<file path="config.mk">
export PLATFORM = sky130hd
export DESIGN_NAME = inc_dec_sched
export DESIGN_NICKNAME = d
export VERILOG_FILES = /design/src/rtl/inc_dec_sched.sv
export SDC_FILE = /design/constraint.sdc
export NUM_CORES = 1
export LEC_CHECK = 0
export ABC_CLOCK_PERIOD_IN_PS = 2850
export CORE_ASPECT_RATIO = 1.25
export CORE_UTILIZATION = 43
export CTS_CLUSTER_DIAMETER = 80
export DETAILED_ROUTE_END_ITERATION = 6
export GPL_ROUTABILITY_DRIVEN = 0
export HOLD_SLACK_MARGIN = 0.08
export PLACE_DENSITY = 0.82
export SLEW_MARGIN = 20
export SYNTH_ARGS = -nofsm -noshare
export SYNTH_HDL_FRONTEND = slang
export SYNTH_SLANG_ARGS = --single-unit
</file>
<file path="constraint.sdc">
create_clock -name CLK -period 2.85 [get_ports CLK]
set_clock_uncertainty 0.1 [all_clocks]
set_input_delay 0.4275 -clock CLK [delete_from_list [all_inputs] [get_ports CLK]]
set_output_delay 0.4275 -clock CLK [all_outputs]
set_load 0.02 [all_outputs]
</file>
<file path="src/rtl/inc_dec_sched.sv">
// Round-robin scheduler that turns four inc/dec requesters plus a clear command into single-cycle counter enables.
// Optional INC_DEC_SCHED_ERR_EN: ineligible requests are granted and acknowledged with ERR instead of being held.
module inc_dec_sched #(
  parameter int BITS_NUM = 8,
  parameter int MAX_VAL  = 2**BITS_NUM-1
) (
  input  logic                CLK,
  input  logic                CLR_N,
  input  logic [3:0]          REQ,
  input  logic [3:0]          DIR,
  input  logic                CLR_CMD,
  input  logic [BITS_NUM-1:0] Q,
  output logic                INC_CE,
  output logic                DEC_CE,
  output logic                CLR_OUT,
  output logic [3:0]          ACK,
  output logic                ERR,
  output logic                BUSY
);

  localparam logic [1:0] IDLE   = 2'd0;
  localparam logic [1:0] ISSUE  = 2'd1;
  localparam logic [1:0] SETTLE = 2'd2;

  localparam logic [1:0] OP_INC = 2'd0;
  localparam logic [1:0] OP_DEC = 2'd1;
  localparam logic [1:0] OP_CLR = 2'd2;
  localparam logic [1:0] OP_REJ = 2'd3;

  localparam logic [BITS_NUM-1:0] MAX_Q  = BITS_NUM'(MAX_VAL);
  localparam logic [BITS_NUM-1:0] ZERO_Q = {BITS_NUM{1'b0}};

  logic [1:0] state_q, state_d;
  logic [1:0] ptr_q, ptr_d;
  logic [1:0] gnt_q, gnt_d;
  logic [1:0] op_q, op_d;
  logic       clr_pend_q, clr_pend_d;
  logic       inc_ce_q, inc_ce_d;
  logic       dec_ce_q, dec_ce_d;
  logic       clr_out_q, clr_out_d;
  logic [3:0] ack_q, ack_d;
  logic       err_q, err_d;
  logic       busy_q, busy_d;

  logic [3:0] elig_s;
  logic [3:0] cand_s;
  logic       found_s;
  logic [1:0] pick_s;

  // Eligibility against the fed-back counter value, and the set of requests allowed to arbitrate
  always_comb begin
    elig_s = 4'b0000;
    for (int i = 0; i < 4; i++) begin
      elig_s[i] = DIR[i] ? (Q < MAX_Q) : (Q != ZERO_Q);
    end
`ifdef INC_DEC_SCHED_ERR_EN
    cand_s = REQ;
`else
    cand_s = REQ & elig_s;
`endif
  end

  // Round-robin search starting one past the last granted requester
  always_comb begin
    found_s = 1'b0;
    pick_s  = ptr_q;
    for (int k = 1; k <= 4; k++) begin
      pick_s  = (!found_s && cand_s[ptr_q + 2'(k)]) ? (ptr_q + 2'(k)) : pick_s;
      found_s = found_s | cand_s[ptr_q + 2'(k)];
    end
  end

  // FSM next state, grant capture and clear-command latch
  always_comb begin
    state_d    = state_q;
    ptr_d      = ptr_q;
    gnt_d      = gnt_q;
    op_d       = op_q;
    clr_pend_d = clr_pend_q | CLR_CMD;
    case (state_q)
      IDLE: begin
        if (clr_pend_q || CLR_CMD) begin
          state_d    = ISSUE;
          op_d       = OP_CLR;
          clr_pend_d = 1'b0;
        end else if (found_s) begin
          state_d = ISSUE;
          gnt_d   = pick_s;
          ptr_d   = pick_s;
          op_d    = !elig_s[pick_s] ? OP_REJ : (DIR[pick_s] ? OP_INC : OP_DEC);
        end else begin
          state_d = IDLE;
        end
      end
      ISSUE:   state_d = SETTLE;
      SETTLE:  state_d = IDLE;
      default: state_d = IDLE;
    endcase
  end

  // Output stage trails the FSM by one cycle; BUSY spans the FSM and that trailing stage
  always_comb begin
    inc_ce_d  = (state_q == ISSUE) && (op_q == OP_INC);
    dec_ce_d  = (state_q == ISSUE) && (op_q == OP_DEC);
    clr_out_d = (state_q == ISSUE) && (op_q == OP_CLR);
    ack_d     = ((state_q == ISSUE) && (op_q != OP_CLR)) ? (4'b0001 << gnt_q) : 4'b0000;
`ifdef INC_DEC_SCHED_ERR_EN
    err_d     = (state_q == ISSUE) && (op_q == OP_REJ);
`else
    err_d     = 1'b0;
`endif
    busy_d    = (state_q != IDLE) || (state_d != IDLE);
  end

  // State and output registers with synchronous active-low reset
  always_ff @(posedge CLK) begin
    if (!CLR_N) begin
      state_q    <= IDLE;
      ptr_q      <= 2'd3;
      gnt_q      <= 2'd0;
      op_q       <= OP_INC;
      clr_pend_q <= 1'b0;
      inc_ce_q   <= 1'b0;
      dec_ce_q   <= 1'b0;
      clr_out_q  <= 1'b0;
      ack_q      <= 4'b0000;
      err_q      <= 1'b0;
      busy_q     <= 1'b0;
    end else begin
      state_q    <= state_d;
      ptr_q      <= ptr_d;
      gnt_q      <= gnt_d;
      op_q       <= op_d;
      clr_pend_q <= clr_pend_d;
      inc_ce_q   <= inc_ce_d;
      dec_ce_q   <= dec_ce_d;
      clr_out_q  <= clr_out_d;
      ack_q      <= ack_d;
      err_q      <= err_d;
      busy_q     <= busy_d;
    end
  end

  assign INC_CE  = inc_ce_q;
  assign DEC_CE  = dec_ce_q;
  assign CLR_OUT = clr_out_q;
  assign ACK     = ack_q;
  assign ERR     = err_q;
  assign BUSY    = busy_q;

endmodule

</file>
==> reports/metrics.cfg <==
[status]
status=complete, no violations

[routing]
met1_length_um=642
drt_iter0_drc=17
dr_total_vias=847
dr.pass1.iters=4
route.met3.wl_um=82
highest_layer=met4
routed_wl_mm=1.83
vias_per_cell=5.68
routedWlPerCell_um=12.3
met2_length_mm=1.08
ant_nets=0
drc=0

[critical_path]
crit_fanout=4
critical_path_class=in -> reg
cpLargestDelayFamily=simple AND/OR/NAND/NOR gates
critical_path.max_stage_delay_ns=0.57
worst_setup_path_end_kind=flip-flop
reg2reg_from=ptr_q[1]
crit_path_start_kind=input port
arrival_ns=2.85
crit_chain=clkdlybuf4s50_1 -> or4_4 -> nor3_1 -> a211oi_1 -> nor3b_1 -> nor4_1 -> a211o_1 -> a311oi_1
rrSetupSlack_ns=1.09
cp_slowest_cell=or4_4
crit_buf_inv=1
worst_ep_required_time_ns=2.95
r2r_cells=6
rr_endpoint=op_q[0]

[placed_design]
hpwl_mm=1.53
placed_area_mm2=0.00113
numPortBuffers=26
dp_slack_ns=-0.165

[floorplanning]
start_util_pct=45.6
die_h_um=50.4
dieArea_mm2=0.00205
core-area_mm2=0.00177
ios=28
die_x_um=40.7
core.rowCount=17

[timing]
slew_headroom_pct=58.8
layout_setup_ws_ns=0.102
period_minus_slack_ns=2.75
final_max_slew_viol_count=0
period_share_pct=96.4
rsz0062_at_grt=no
finalHoldViolations=0
tightest_slew_ns=0.614
setup_viol=0
fmax_mhz=364

[hold_path]
min_path_cells=1
hold_path.class=reg -> reg
hold_end=ACK[1]
hp-start=gnt_q[1]

[synth]
yosysUniqueCellTypes=32
syn_inst=95
synth-main-ff-cell=dfxtp_1
yosysTopAreaCell=dfxtp_1
synth_xor_area_share_pct=0
synthAdderAreaFrac_pct=0
synth_nets=114
muxShareOfSynthArea_pct=0
synth.most_common_cell=dfxtp_1
synth_area_um2=806
synth_simple_gate_area_share_pct=30.1
netlist_top_cells_count=17 x dfxtp_1, 11 x nor2_1, 8 x inv_1, 8 x nand2_1, 8 x nor3_1
ys_top_cells_by_area=dfxtp_1 42%, nor2_1 5.1%, nor3_1 5.0%, inv_1 3.7%, nand2_1 3.7%
synth-compound-area-share_pct=22.5
ys_async_sr_fraction_pct=0
yosysSeqAreaShare_pct=42.2
netlist.area_leader.share_pct=42.2
avgSynthCellArea_um2=8.48
synth_edf_count=0
yosysWarnings=0
synth_top_family_by_area=simple AND/OR/NAND/NOR gates
synth_seq_cells=17

[finish]
nFillCells=157
design_area_mm2=0.00115
fin_nets=150
drive_gt1_share_pct=12.3
multi_input_area_um2=428
n_antenna_cell=0
area.growth.synth_to_final_pct=43.3
seq_area_um2=340

[clocking]
cts_tree=yes
cts_resized=0
holdBufCountCts=0
h-tree-depth=1
clock_path_buffers=2
numClockSinks=17
cts_made_buffers=3
clkTransAtPathRegs_ns=0.09
cts_setup_buffers=0
ctsRootBufferMaster=clkbuf_4
clk_latency_ns=0.28

[power]
combPwrFrac_pct=24.9
finalPower_w=0.000519
p_leak_nw=0.455
power_switching_w=0.000145
power.density_mw_per_mm2=450
clkPwrFrac_pct=23.6
ir_drop_uv=170
p_seq_share_pct=51.5
p_sw_share_pct=28.0
p_int_w=0.000374

[grt]
gr-total-overflow=0
grt_max_degree=11
grt_pass1_vias=794
grt_first_pass_wirelength_mm=3.07
antenna_found_initial=0
grt_usage_pct=21.6

[job]
drv_cap=0

-- power groups by stage --
stage | clock network [W] | registers (W) | logic [W]
2_1_floorplan | 0 | 0.000275 | 0.0000652
3_3_place_gp | 0 | 0.000271 | 0.000125
3_5_place_dp | 0 | 0.000272 | 0.000129
4_1_cts | 0.000128 | 0.000267 | 0.000129
5_1_grt | 0.000139 | 0.000270 | 0.000142
6_report | 0.000123 | 0.000267 | 0.000129
-- routing by layer --
metal  global-route usage, %  vias up
met4                    11.1        0
met1                    21.4      390
met3                    1.77        2
met2                    40.2       31
met5                       0        -
li1                        -      424
-- cells in the final DEF (no fill, tap or decap), types with 2 or more instances in the layout --
master / n
o22a_1: 2
nor3_1: 8
dfxtp_1: 17
inv_1: 8
a211oi_1: 3
nor2_4: 2
o22ai_1: 3
nand2b_1: 2
o211ai_1: 2
clkbuf_4: 3
nor2_1: 11
a21oi_1: 5
a211o_1: 2
nand2_1: 8
clkdlybuf4s50_1: 26
buf_4: 6
or4_4: 2
nor3b_1: 2
nand4_1: 2
-- through the flow --
stage | std cells | TNS, ns | hold WS (ns) | util [%]
floorplan | 95 | 0 | 0.329 | -
global placement | 145 | -0.0900 | 0.344 | 63.9
detailed placement | 145 | -0.393 | 0.351 | 63.9
CTS | 149 | 0 | 0.372 | 65.4
global route | 149 | 0 | 0.390 | 65.4
finish | 149 | 0 | 0.368 | 65.4
-- worst register-to-register path, delay by kind of cell, from the launching register on --
| family | cells | cell delay [ns] |
|---|---|---|
| DFF | 1 | 0.36 |
| buffers and inverters | 1 | 0.12 |
| AOI/OAI and AO/OA | 4 | 1.05 |
| and+or+nand+nor | 1 | 0.06 |
-- kinds of logic (layout without fill, tap and decap cells) --
kind of cell           Yosys count  after routing
other                            1              1
AO/OA/AOI/OAI                   25             25
flip-flops                      17             17
AND/OR/NAND/NOR                 43             43
buffers and inverters            9             44
-- sequential cells by signal, indices dropped and copies added (netlist names), 2 cells and up --
signal   cells
ptr_q        2
ACK          4
state_q      2
op_q         2
gnt_q        2
-- cell type report --
cell class / count / area share, %
well taps: 19 / 2.06
inverters: 8 / 2.60
repair buffers: 32 / 26.4
multi-input cells: 69 / 37.1
clock inverters: 1 / 0.433
clock buffers: 3 / 1.95
flip-flops and latches: 17 / 29.5
-- worst max-delay path by stage --
stage	from	endpoint	slack, ns	cells past startpoint
2_1_floorplan	Q[5]	op_q[0]	0.44	7
3_3_place_gp	Q[5]	op_q[0]	-0.07	8
3_5_place_dp	Q[5]	op_q[0]	-0.16	8
4_1_cts	Q[5]	op_q[0]	0.13	8
5_1_grt	Q[5]	op_q[0]	0.002	8
6_report	Q[5]	op_q[0]	0.10	8
(Power assumes the default switching activity.)
